===== src/rtl/lcd_pkg.sv =====
// Shared command encodings, scheduler states and engine handshake helper for lcd_cmd_sched.
package lcd_pkg;

  localparam logic [2:0] CMD_WRITE  = 3'd0;
  localparam logic [2:0] CMD_SHIFTU = 3'd1;
  localparam logic [2:0] CMD_SHIFTD = 3'd2;
  localparam logic [2:0] CMD_SHIFTL = 3'd3;
  localparam logic [2:0] CMD_SHIFTR = 3'd4;
  localparam logic [2:0] CMD_ROTATE = 3'd5;
  localparam logic [2:0] CMD_MIRRX  = 3'd6;
  localparam logic [2:0] CMD_MIRRY  = 3'd7;

  typedef enum logic [1:0] {
    IDLE,
    LOCK,
    ISSUE,
    WAIT_WR
  } sched_state_t;

  // Engine accepts a command only when neither loading nor finishing write-back.
  function automatic logic eng_rdy(input logic busy, input logic done);
    return !busy && !done;
  endfunction

endpackage


===== src/rtl/lcd_cmd_fifo.sv =====
// Synchronous per-requester command FIFO; extra pointer MSB distinguishes full from empty.
module lcd_cmd_fifo #(
  parameter int unsigned DEPTH = 4,
  parameter int unsigned WIDTH = 3
) (
  input  logic             clk,
  input  logic             reset_n,
  input  logic             push,
  input  logic [WIDTH-1:0] din,
  input  logic             pop,
  output logic [WIDTH-1:0] dout,
  output logic             full,
  output logic             empty
);

  localparam int unsigned AW = $clog2(DEPTH);

  logic [AW:0]      wr_ptr, rd_ptr;
  logic [WIDTH-1:0] mem [DEPTH];
  logic             do_push, do_pop;

  assign empty   = (wr_ptr == rd_ptr);
  assign full    = (wr_ptr[AW] != rd_ptr[AW]) && (wr_ptr[AW-1:0] == rd_ptr[AW-1:0]);
  assign do_pop  = pop && !empty;
  // A push into a full FIFO is accepted only when a pop frees the slot in the same cycle.
  assign do_push = push && (!full || do_pop);
  assign dout    = mem[rd_ptr[AW-1:0]];

  always_ff @(posedge clk or negedge reset_n) begin
    if (!reset_n) begin
      wr_ptr <= '0;
      rd_ptr <= '0;
    end else begin
      if (do_push) wr_ptr <= wr_ptr + (AW+1)'(1);
      if (do_pop)  rd_ptr <= rd_ptr + (AW+1)'(1);
    end
  end

  always_ff @(posedge clk) begin
    if (do_push) mem[wr_ptr[AW-1:0]] <= din;
  end

endmodule


===== src/rtl/lcd_cmd_sched.sv =====
// Two-requester frame scheduler for the LCD engine: per-frame grant, one command per ready slot.
// Define LCD_SCHED_PRIO_EN for fixed priority (requester 0 wins ties); default is round-robin.
module lcd_cmd_sched
  import lcd_pkg::*;
#(
  parameter int unsigned FIFO_DEPTH = 4,
  parameter int unsigned CMD_W      = 3
) (
  input  logic             clk,
  input  logic             reset_n,
  input  logic [1:0]       req_valid,
  input  logic [CMD_W-1:0] req_cmd0,
  input  logic [CMD_W-1:0] req_cmd1,
  output logic [1:0]       req_ready,
  input  logic             lcd_busy,
  input  logic             lcd_done,
  output logic [CMD_W-1:0] cmd,
  output logic             cmd_valid,
  output logic             owner,
  output logic [1:0]       frame_done
);

  sched_state_t     state;
  logic             seen_busy;
  logic [1:0]       fifo_full, fifo_empty, fifo_pop;
  logic [CMD_W-1:0] fifo_dout [2];
  logic [CMD_W-1:0] owner_cmd;
  logic             ready_now, pop_en, next_owner;

  lcd_cmd_fifo #(.DEPTH(FIFO_DEPTH), .WIDTH(CMD_W)) u_fifo0 (
    .clk     (clk),
    .reset_n (reset_n),
    .push    (req_valid[0]),
    .din     (req_cmd0),
    .pop     (fifo_pop[0]),
    .dout    (fifo_dout[0]),
    .full    (fifo_full[0]),
    .empty   (fifo_empty[0])
  );

  lcd_cmd_fifo #(.DEPTH(FIFO_DEPTH), .WIDTH(CMD_W)) u_fifo1 (
    .clk     (clk),
    .reset_n (reset_n),
    .push    (req_valid[1]),
    .din     (req_cmd1),
    .pop     (fifo_pop[1]),
    .dout    (fifo_dout[1]),
    .full    (fifo_full[1]),
    .empty   (fifo_empty[1])
  );

  assign req_ready = ~fifo_full;
  assign ready_now = eng_rdy(lcd_busy, lcd_done);
  assign owner_cmd = fifo_dout[owner];
  // Blocking on cmd_valid spaces issues at least two cycles apart.
  assign pop_en    = (state == ISSUE) && ready_now && !cmd_valid && !fifo_empty[owner];
  assign fifo_pop  = {pop_en && owner, pop_en && !owner};

`ifdef LCD_SCHED_PRIO_EN
  always_comb begin
    next_owner = fifo_empty[0];
  end
`else
  logic rr_ptr;

  always_comb begin
    next_owner = fifo_empty[0];
    if (fifo_empty == 2'b00) next_owner = rr_ptr;
  end
`endif

  always_ff @(posedge clk or negedge reset_n) begin
    if (!reset_n) begin
      state      <= IDLE;
      owner      <= 1'b0;
      cmd        <= '0;
      cmd_valid  <= 1'b0;
      frame_done <= 2'b00;
      seen_busy  <= 1'b0;
`ifndef LCD_SCHED_PRIO_EN
      rr_ptr     <= 1'b0;
`endif
    end else begin
      cmd_valid  <= 1'b0;
      frame_done <= 2'b00;
      unique case (state)
        IDLE: begin
          if (fifo_empty != 2'b11) begin
            owner <= next_owner;
            state <= LOCK;
          end
        end
        LOCK: begin
          if (ready_now) state <= ISSUE;
        end
        ISSUE: begin
          if (pop_en) begin
            cmd       <= owner_cmd;
            cmd_valid <= 1'b1;
            if (owner_cmd == CMD_W'(CMD_WRITE)) begin
              seen_busy <= 1'b0;
              state     <= WAIT_WR;
            end
          end
        end
        WAIT_WR: begin
          // Done only counts once the engine has visibly started the write-back.
          if (seen_busy && lcd_done) begin
            frame_done[owner] <= 1'b1;
`ifndef LCD_SCHED_PRIO_EN
            rr_ptr            <= !owner;
`endif
            state             <= IDLE;
          end else if (lcd_busy) begin
            seen_busy <= 1'b1;
          end
        end
        default: state <= IDLE;
      endcase
    end
  end

endmodule


===== config.mk =====
export PLATFORM = sky130hd
export DESIGN_NAME = lcd_cmd_sched
export DESIGN_NICKNAME = d
export VERILOG_FILES = /design/src/rtl/lcd_pkg.sv /design/src/rtl/lcd_cmd_fifo.sv /design/src/rtl/lcd_cmd_sched.sv
export SDC_FILE = /design/constraint.sdc
export NUM_CORES = 1
export LEC_CHECK = 0
export BUFFER_PORTS_ARGS = -buffer_cell sky130_fd_sc_hd__buf_2
export CAP_MARGIN = 10
export CORE_MARGIN = 1
export CORE_UTILIZATION = 45
export DETAILED_ROUTE_END_ITERATION = 10
export MAX_ROUTING_LAYER = met4
export PLACE_DENSITY_LB_ADDON = 0.1
export SLEW_MARGIN = 40
export SYNTH_ARGS = -nofsm -noshare
export SYNTH_HDL_FRONTEND = slang
export SYNTH_SLANG_ARGS = --single-unit

===== constraint.sdc =====
create_clock -name clk -period 1.9 [get_ports clk]
set_input_delay 0.38 -clock clk [delete_from_list [all_inputs] [get_ports clk]]
set_output_delay 0.38 -clock clk [all_outputs]
set_load 0.02 [all_outputs]

==> results of run 1 <==
final timing paths:
check | startpoint | end | slack (ns) | cells after the start
setup / recovery | state[0]$_DFFE_PN0P_ | state[1]$_DFFE_PN0P_ | -0.04 | 7
max in group asynchronous | reset_n | u_fifo1.rd_ptr[1]$_DFFE_PN0P_ | 1.45 | 1
hold reg to reg | u_fifo1.wr_ptr[2]$_DFFE_PN0P_ | u_fifo1.wr_ptr[2]$_DFFE_PN0P_ | 0.49 | 1
hold / removal | reset_n | state[0]$_DFFE_PN0P_ | 0.06 | 1
setup reg to reg | state[0]$_DFFE_PN0P_ | state[1]$_DFFE_PN0P_ | -0.04 | 7
min in group clk | req_cmd1[0] | u_fifo1.mem[2][0]$_DFFE_PP_ | 0.29 | 1
cells in the mapped netlist:
library cell / n
a21o_1: 1
xnor2_1: 6
nor2_4: 1
nor3_1: 2
inv_1: 10
or3_1: 1
or4b_4: 1
mux2_2: 5
mux4_2: 8
o21a_1: 2
nor4b_2: 1
edfxtp_1: 24
buf_6: 1
and2_2: 1
nand3_1: 2
o32a_1: 1
a31oi_2: 2
buf_2: 1
clkbuf_1: 1
o311a_1: 1
nand2_1: 18
nand4b_4: 1
and3b_1: 1
clkbuf_2: 2
o21ai_0: 2
a31o_2: 1
a31oi_1: 2
o22a_1: 1
a21oi_1: 2
and2_1: 7
o211ai_1: 1
nand3b_1: 1
xor2_1: 8
mux2_1: 1
nand3b_2: 1
nor2_1: 12
dfrtp_1: 23
ha_1: 14
what timing repair did:
| action | CTS | global route |
|---|---|---|
| resized for setup | 4 | 4 |
| setup buffers | 2 | 1 |
| setup endpoints to repair | 15 | 31 |
| pin swaps | 1 | 1 |
routing by layer:
layer  part of all wire (%)  vias to the layer above  routed length, µm  global-route usage (%)
met2                     47                       31               1990                    29.2
met4                    2.2                        0                 92                    6.84
met3                    3.1                       10                129                    4.53
met5                      0                        -                  0                       -
li1                       -                      682                  -                       -
met1                     47                      692               2000                    22.4
cell families (layout without fill, tap and decap cells):
logic type / count (synthesis) / after routing / synth area share [%]
mux: 14 / 14 / 10.7
flops: 47 / 47 / 56.0
fa+ha+maj: 14 / 14 / 7.56
buf+inv: 15 / 58 / 2.92
simple gates: 50 / 50 / 12.2
compound gates: 16 / 16 / 5.40
xor+xnor: 14 / 14 / 5.29
layout by cell type, fill, tap and decap left out, types with 2 or more instances in the layout:
master	instances
a21oi_1	2
xor2_1	7
and2_4	4
mux4_2	8
a31oi_1	2
clkbuf_8	5
o21ai_0	2
edfxtp_1	24
xnor2_1	6
nor3_1	2
nand3_1	2
inv_1	9
buf_4	20
nand2_1	18
mux2_2	5
dfrtp_1	22
and2_1	3
inv_6	2
buf_2	20
nor2_1	12
ha_1	13
report_power, final:
| part | switching, mW | leakage (nW) | internal, mW |
|---|---|---|---|
| Clock | 0.350 | 0.0489 | 0.266 |
| Sequential | 0.316 | 0.502 | 1.43 |
| Combinational | 1.01 | 0.659 | 1.06 |
| Total | 1.68 | 1.21 | 2.75 |
worst register-to-register path, stage by stage (launching register included):
cell and delay, ns:
dfrtp_1 0.39, inv_2 0.08, ha_4 0.14, or4b_4 0.48, nor2_4 0.14, nand4b_4 0.12, a31oi_4 0.17, mux2_4 0.31
layout make-up:
type / instances / area, µm² / share of cell area (%)
sequential: 47 / 1300 / 46.9
multi-input combinational: 108 / 1000 / 36.3
timing repair buffer: 40 / 250 / 9.05
tap: 67 / 83.8 / 3.03
clock buffer: 5 / 68.8 / 2.49
inverter: 10 / 37.5 / 1.36
clock inverter: 3 / 22.5 / 0.814
through the flow:
step / hold WS (ns) / setup slack [ns] / area, µm²
final: 0.0572 / -0.0423 / 2770
after CTS: 0.0684 / -0.0360 / 2740
after global placement: 0.386 / -0.0400 / 2620
after detailed placement: 0.400 / -0.117 / 2620
after floorplan: 0.0844 / -0.0442 / 2340
after global routing: 0.0817 / -0.113 / 2770
sequential cells by signal, summed over array words and instances, names as in the netlist:
register        count
u_fifo0.mem        12
state               2
u_fifo1.rd_ptr      3
u_fifo0.wr_ptr      3
u_fifo0.rd_ptr      3
owner               1
seen_busy           1
cmd_valid           1
rr_ptr              1
frame_done          2
cmd                 3
u_fifo1.wr_ptr      3
u_fifo1.mem        12
==> impl_metrics.py, run 1 <==
metrics = {
    "clock_tree": {
        "clock_path_buffers": 2,
        "clock_latency_ns": 0.30,
        "clk_pin_slew_ns": 0.09,
        "hold_buffers": 0,
        "htree_levels": 2,
        "cts_made_buffers": 5,
        "cts_tree": "yes",
        "cts.sinks": 47,
        "root_buffer": "clkbuf_8",
    },
    "worst_setup_path": {
        "critPathRequiredTime_ns": 2.09,
        "crit_chain": "inv_2 -> ha_4 -> or4b_4 -> nor2_4 -> nand4b_4 -> a31oi_4 -> mux2_4",
        "crit_buf_inv": 1,
        "crit_path_end_kind": "flip-flop",
        "worst_ep_arrival_time_ns": 2.13,
        "cp_top_family": "simple AND/OR/NAND/NOR gates",
        "cp-start-kind": "flip-flop",
        "crit_path_top_delay_cell": "or4b_4",
        "cp_max_fo": 3,
        "critPathMaxStageDelay_ns": 0.48,
        "path_class": "reg2reg",
    },
    "layout": {
        "nFillCells": 421,
        "layout.cells.non_filler": 280,
        "final_nets": 238,
        "final_util_pct": 57.0,
        "diodes": 0,
        "drive_gt1_share_pct": 37.6,
        "area_growth_pct": 19.4,
    },
    "place": {
        "hpwl_mm": 3.34,
        "dp.cells": 269,
        "place.gp.congestion": 0.749,
        "io_buffers": 20,
    },
    "global_route": {
        "antenna_found_initial": 0,
        "grt_pass1_wl_mm": 7.03,
        "grtUsageTotal_pct": 18.3,
        "overflow": 0,
        "grt_pass1_vias": 1513,
        "grt_max_degree": 24,
    },
    "power": {
        "power_density_mw_per_mm2": 1600,
        "total_power_mw": 4.43,
        "p_leak_nw": 1.21,
        "peakVddDrop_uv": 709,
    },
    "route": {
        "vias": 1415,
        "drt-total-wl_mm": 4.22,
        "ant_nets": 0,
        "wire_per_inst_um": 15.1,
        "drtIter0Drc": 45,
        "vias_per_cell": 5.05,
        "drc": 0,
        "firstDrtPassIters": 4,
    },
    "sta": {
        "fin_ws_ns": -0.0423,
        "rsz0062_at_grt": "yes",
        "fin_tns_setup_ns": -0.0789,
        "finalSetupViolCount": 2,
        "finClkSkew_ns": 0.00662,
        "slew_headroom_pct": 62.8,
        "worstMarginPinSlew_ns": 0.559,
        "max_freq_mhz": 515,
        "maxSlewViolCount": 0,
        "post-route-period-util_pct": 102,
        "fin_crit_ns": 1.94,
        "hold_viol": 0,
    },
    "outcome": {
        "status": "finished with violations",
        "violations": "setup timing",
    },
    "logic_synthesis": {
        "ys_warn_count": 0,
        "syn_inst": 170,
        "ys_seq_area_share_pct": 56.0,
        "synth_area_leader_cell": "edfxtp_1",
        "synth_top_area_share_pct": 31.1,
        "avgSynthCellArea_um2": 13.6,
        "synth.distinct_cells": 38,
        "synth_area_leaders": "edfxtp_1 (31%), dfrtp_1 (25%), mux4_2 (7.8%)",
        "ys_ff_latch": 47,
        "synth_nets": 196,
        "syn_area_mm2": 0.00232,
    },
    "floorplan": {
        "io_pins": 21,
        "die_area_mm2": 0.00544,
        "die_h_um": 73.7,
        "core_area_mm2": 0.00485,
        "fp.dieW_um": 73.7,
        "num_rows": 25,
        "start_util_pct": 47.8,
    },
    "worst_hold_path": {
        "hp-class": "in2async",
    },
    "job": {
        "max-cap-violations": 0,
    },
}
Power figures use the tool's default switching activity.
==> run 2, diff against run 1 <==
Settings changed: BUFFER_PORTS_ARGS -buffer_cell sky130_fd_sc_hd__buf_2 to default, DONT_BUFFER_PORTS from default to 1.
==> impl_metrics.py, run 2 (same netlist as run 1, synthesis figures left out) <==
metrics = {
    "layout": {
        "final_nets": 218,
        "diodes": 0,
        "final_cell_mix": "edfxtp_1 (24), dfrtp_1 (23), nand2_1 (17), buf_4 (17), ha_1 (13)",
        "area_growth_pct": 18.3,
        "stdcell_area_mm2": 0.00274,
        "layout.cells.non_filler": 260,
        "regArea_mm2": 0.00130,
        "multiInputGateArea_mm2": 0.00103,
        "drive_gt1_share_pct": 32.6,
        "nFillCells": 383,
        "mostFrequentLayoutCell": "edfxtp_1",
    },
    "sta": {
        "slew_headroom_pct": 65.9,
        "max_freq_mhz": 520,
        "maxSlewViolCount": 0,
        "fin_ws_ns": -0.0240,
        "rsz0062_at_grt": "yes",
        "fin_tns_setup_ns": -0.0240,
        "finClkSkew_ns": 0.00587,
        "post-route-period-util_pct": 101,
        "worstMarginPinSlew_ns": 0.509,
        "hold_viol": 0,
        "finalSetupViolCount": 1,
        "fin_crit_ns": 1.92,
    },
    "outcome": {
        "violations": "setup timing",
        "status": "finished with violations",
    },
    "floorplan": {
        "io_pins": 21,
        "start_util_pct": 47.8,
        "core_area_mm2": 0.00485,
        "die_area_mm2": 0.00544,
        "fp.dieW_um": 73.7,
        "num_rows": 25,
        "die_h_um": 73.7,
    },
    "clock_tree": {
        "cts_tree": "yes",
        "cts.sinks": 47,
        "clock_path_buffers": 2,
        "clk_pin_slew_ns": 0.09,
        "cts_made_buffers": 5,
        "htree_levels": 2,
        "root_buffer": "clkbuf_8",
        "clock_latency_ns": 0.30,
    },
    "job": {
        "max-cap-violations": 0,
    },
    "worst_hold_path": {
        "hp-class": "in2reg",
        "hold_depth": 0,
        "whs_endpoint": "u_fifo0.mem[0][0]$_DFFE_PP_",
        "hp-start": "req_cmd0[0]",
    },
    "route": {
        "drc": 0,
        "firstDrtPassIters": 4,
        "drt-total-wl_mm": 4.31,
        "drtIter0Drc": 89,
        "vias_per_cell": 5.20,
        "ant_nets": 0,
        "vias": 1352,
        "wire_per_inst_um": 16.6,
    },
    "global_route": {
        "antenna_found_initial": 0,
        "grt_pass1_vias": 1453,
        "grtUsageTotal_pct": 18.6,
        "grt_pass1_wl_mm": 7.13,
        "overflow": 0,
        "grt_max_degree": 24,
    },
    "worst_setup_path": {
        "cp-start-kind": "flip-flop",
        "crit_path_end_kind": "flip-flop",
        "worst_ep_arrival_time_ns": 2.12,
        "r2r-start": "state[0]$_DFFE_PN0P_",
        "crit_chain": "inv_2 -> ha_4 -> or4b_4 -> nor2_4 -> nand4b_4 -> a31oi_4 -> mux2_4",
        "crit_buf_inv": 1,
        "critPathMaxStageDelay_ns": 0.49,
        "startpoint": "state[0]$_DFFE_PN0P_",
        "crit_path_top_delay_cell": "or4b_4",
        "critPathRequiredTime_ns": 2.09,
        "cp_max_fo": 3,
        "r2r-end": "state[1]$_DFFE_PN0P_",
        "path_class": "reg2reg",
        "rrSetupSlack_ns": -0.02,
        "r2r_cells": 7,
        "cp_top_family": "simple AND/OR/NAND/NOR gates",
    },
    "place": {
        "hpwl_mm": 3.33,
        "place.gp.congestion": 0.757,
        "post_dp_cell_area_mm2": 0.00252,
        "dp.cells": 248,
        "io_buffers": 0,
    },
    "power": {
        "power_density_mw_per_mm2": 1680,
        "peakVddDrop_uv": 788,
        "p_leak_nw": 1.15,
    },
}
-- run 2: report_power, final --
part / internal (mW) / leakage, nW / switching, mW / total, mW
registers: 1.42 / 0.503 / 0.372 / 1.80
clock network: 0.433 / 0.0618 / 0.353 / 0.786
logic: 1.02 / 0.589 / 0.991 / 2.01
total: 2.87 / 1.15 / 1.72 / 4.59
-- run 2: cell type report --
type | count | share of cell area (%)
Sequential cell | 47 | 47.3
Multi-Input combinational cell | 108 | 37.7
Timing Repair Buffer | 20 | 6.16
Tap cell | 67 | 3.06
Clock buffer | 6 | 3.01
Clock inverter | 2 | 1.42
Inverter | 10 | 1.37
-- run 2: worst max path at each step --
| stage | slack (ns) | cells past startpoint | end |
|---|---|---|---|
| floorplan | -0.04 | 6 | u_fifo0.mem[0][0]$_DFFE_PP_ |
| global placement | -0.04 | 6 | u_fifo0.mem[1][1]$_DFFE_PP_ |
| detailed placement | -0.07 | 6 | u_fifo0.mem[2][0]$_DFFE_PP_ |
| CTS | -0.03 | 7 | state[1]$_DFFE_PN0P_ |
| global route | -0.09 | 7 | state[1]$_DFFE_PN0P_ |
| finish | -0.02 | 7 | state[1]$_DFFE_PN0P_ |
-- run 2: through the flow --
stage               utilization, %  worst slack (ns)  total power, mW  hold slack, ns
floorplan                        -           -0.0442             3.14          0.0844
global placement              51.9           -0.0383             3.60          0.0849
detailed placement            51.9           -0.0667             3.67          0.0850
CTS                           55.5           -0.0294             4.51           0.161
global route                  56.5           -0.0898             4.91           0.151
finish                        56.5           -0.0240             4.59           0.166
-- run 2: repair_timing --
action,CTS,global route
cloned,0,0
pin swaps,1,2
buffers inserted,0,2
setup endpoints to repair,17,33
gates resized for setup,6,8
endpoints found under the hold margin,23,0
hold buffers,2,0
-- run 2: routing by layer --
metal | routed length [µm] | track usage (%) | up-vias | part of all wire, %
li1 | - | - | 645 | -
met1 | 1970 | 23.6 | 666 | 46
met2 | 2050 | 29.3 | 34 | 48
met3 | 226 | 4.94 | 7 | 5.2
met4 | 59 | 5.77 | 0 | 1.4
met5 | 0 | - | - | 0
==> run 3, diff against run 2 <==
Settings changed: RECOVER_POWER from default to 50, SKIP_LAST_GASP from default to 1.
==> impl_metrics.py, run 3 (same netlist as run 1, synthesis figures left out) <==
metrics = {
    "route": {
        "wire_per_inst_um": 16.5,
        "firstDrtPassIters": 4,
        "vias": 1358,
        "ant_nets": 0,
        "drtIter0Drc": 89,
        "drt-total-wl_mm": 4.30,
        "vias_per_cell": 5.22,
        "drc": 0,
    },
    "clock_tree": {
        "cts_tree": "yes",
        "htree_levels": 2,
        "clock_path_buffers": 2,
        "cts_made_buffers": 5,
        "cts.sinks": 47,
        "clk_pin_slew_ns": 0.09,
        "root_buffer": "clkbuf_8",
        "clock_latency_ns": 0.30,
    },
    "sta": {
        "holdWs_ns": 0.168,
        "rsz0062_at_grt": "yes",
        "slew_headroom_pct": 16.0,
        "maxSlewViolCount": 0,
        "max_freq_mhz": 520,
        "finalSetupViolCount": 1,
        "fin_crit_ns": 1.92,
        "fin_ws_ns": -0.0233,
        "post-route-period-util_pct": 101,
        "hold_viol": 0,
        "worstMarginPinSlew_ns": 1.26,
        "finClkSkew_ns": 0.00613,
    },
    "worst_setup_path": {
        "crit_path_end_kind": "flip-flop",
        "crit_buf_inv": 1,
        "critPathRequiredTime_ns": 2.09,
        "rrSetupSlack_ns": -0.02,
        "cp_max_fo": 3,
        "crit_chain": "inv_2 -> ha_4 -> or4b_4 -> nor2_4 -> nand4b_4 -> a31oi_4 -> mux2_4",
        "worst_ep_arrival_time_ns": 2.12,
        "cp-start-kind": "flip-flop",
        "crit_path_top_delay_cell": "or4b_4",
        "path_class": "reg2reg",
        "critPathMaxStageDelay_ns": 0.49,
        "cp_top_family": "simple AND/OR/NAND/NOR gates",
    },
    "layout": {
        "diodes": 0,
        "drive_gt1_share_pct": 32.1,
        "mostFrequentLayoutCell": "edfxtp_1",
        "nFillCells": 386,
        "final_nets": 218,
        "final_cell_mix": "edfxtp_1 (24), dfrtp_1 (23), nand2_1 (17), buf_4 (17), ha_1 (13)",
        "area_growth_pct": 17.6,
    },
    "worst_hold_path": {
        "hp-class": "in2reg",
    },
    "global_route": {
        "grt_pass1_vias": 1453,
        "overflow": 0,
        "grt_max_degree": 24,
        "grt_pass1_wl_mm": 7.13,
        "grtUsageTotal_pct": 18.6,
        "antenna_found_initial": 0,
    },
    "outcome": {
        "status": "finished with violations",
        "violations": "setup timing",
    },
    "power": {
        "total_power_mw": 4.58,
        "power_density_mw_per_mm2": 1680,
        "p_leak_nw": 1.15,
        "peakVddDrop_uv": 786,
    },
    "floorplan": {
        "die_area_mm2": 0.00544,
        "io_pins": 21,
        "core_area_mm2": 0.00485,
        "start_util_pct": 47.8,
        "num_rows": 25,
        "die_h_um": 73.7,
        "fp.dieW_um": 73.7,
    },
    "place": {
        "hpwl_mm": 3.33,
        "place.gp.congestion": 0.757,
        "io_buffers": 0,
        "post-place-ws_ns": -0.0667,
    },
    "job": {
        "max-cap-violations": 0,
    },
}
==> run 3: cell types whose count changed in the layout (fill, tap and decap cells not counted) <==
cell | before | now
clkbuf_1 | 0 | 1
buf_12 | 1 | 0
==> run 3: layout make-up <==
class | count | area, µm² | share of cell area (%)
clock inverter | 2 | 38.8 | 1.42
clock buffer | 6 | 82.6 | 3.03
tap | 67 | 83.8 | 3.08
inverter | 10 | 37.5 | 1.38
multi-input combinational | 108 | 1030 | 37.9
timing repair buffer | 20 | 153 | 5.60
sequential | 47 | 1300 | 47.6
==> run 3: worst paths after layout <==
path	endpoint	from	cells after the start
min in group asynchronous	u_fifo1.rd_ptr[2]$_DFFE_PN0P_	reset_n	2
hold reg to reg	u_fifo1.wr_ptr[2]$_DFFE_PN0P_	u_fifo1.wr_ptr[2]$_DFFE_PN0P_	1
setup / recovery	state[1]$_DFFE_PN0P_	state[0]$_DFFE_PN0P_	7
setup reg to reg	state[1]$_DFFE_PN0P_	state[0]$_DFFE_PN0P_	7
max in group asynchronous	u_fifo0.wr_ptr[0]$_DFFE_PN0P_	reset_n	2
hold / removal	u_fifo0.mem[0][0]$_DFFE_PP_	req_cmd0[0]	0
==> run 3: what timing repair did <==
item	in CTS	in global routing
resized for setup	6	8
endpoints found under the hold margin	23	0
pin swaps	1	2
setup endpoints to repair	17	33
hold buffers	2	0
setup buffers	0	2
==> run 3: power breakdown <==
group,internal (mW),switching (mW)
Clock,0.433,0.351
Sequential,1.42,0.373
Combinational,1.01,0.989
Total,2.87,1.71
==> run 3: layer usage <==
metal	up-vias	track usage (%)	share of wire, %
li1	644	-	-
met1	669	23.6	45
met2	37	29.3	48
met3	8	4.94	5.2
met4	0	5.77	1.2
met5	-	-	0
==> run 3: metrics by stage <==
step | TNS [ns] | cells | utilization, % | area [µm²]
after global placement | -0.428 | 248 | 51.9 | 2520
after detailed placement | -0.841 | 248 | 51.9 | 2520
final | -0.0233 | 260 | 56.2 | 2720
after floorplan | -0.548 | 170 | - | 2340
after CTS | -0.0294 | 258 | 55.5 | 2690
after global routing | -1.24 | 260 | 56.2 | 2720
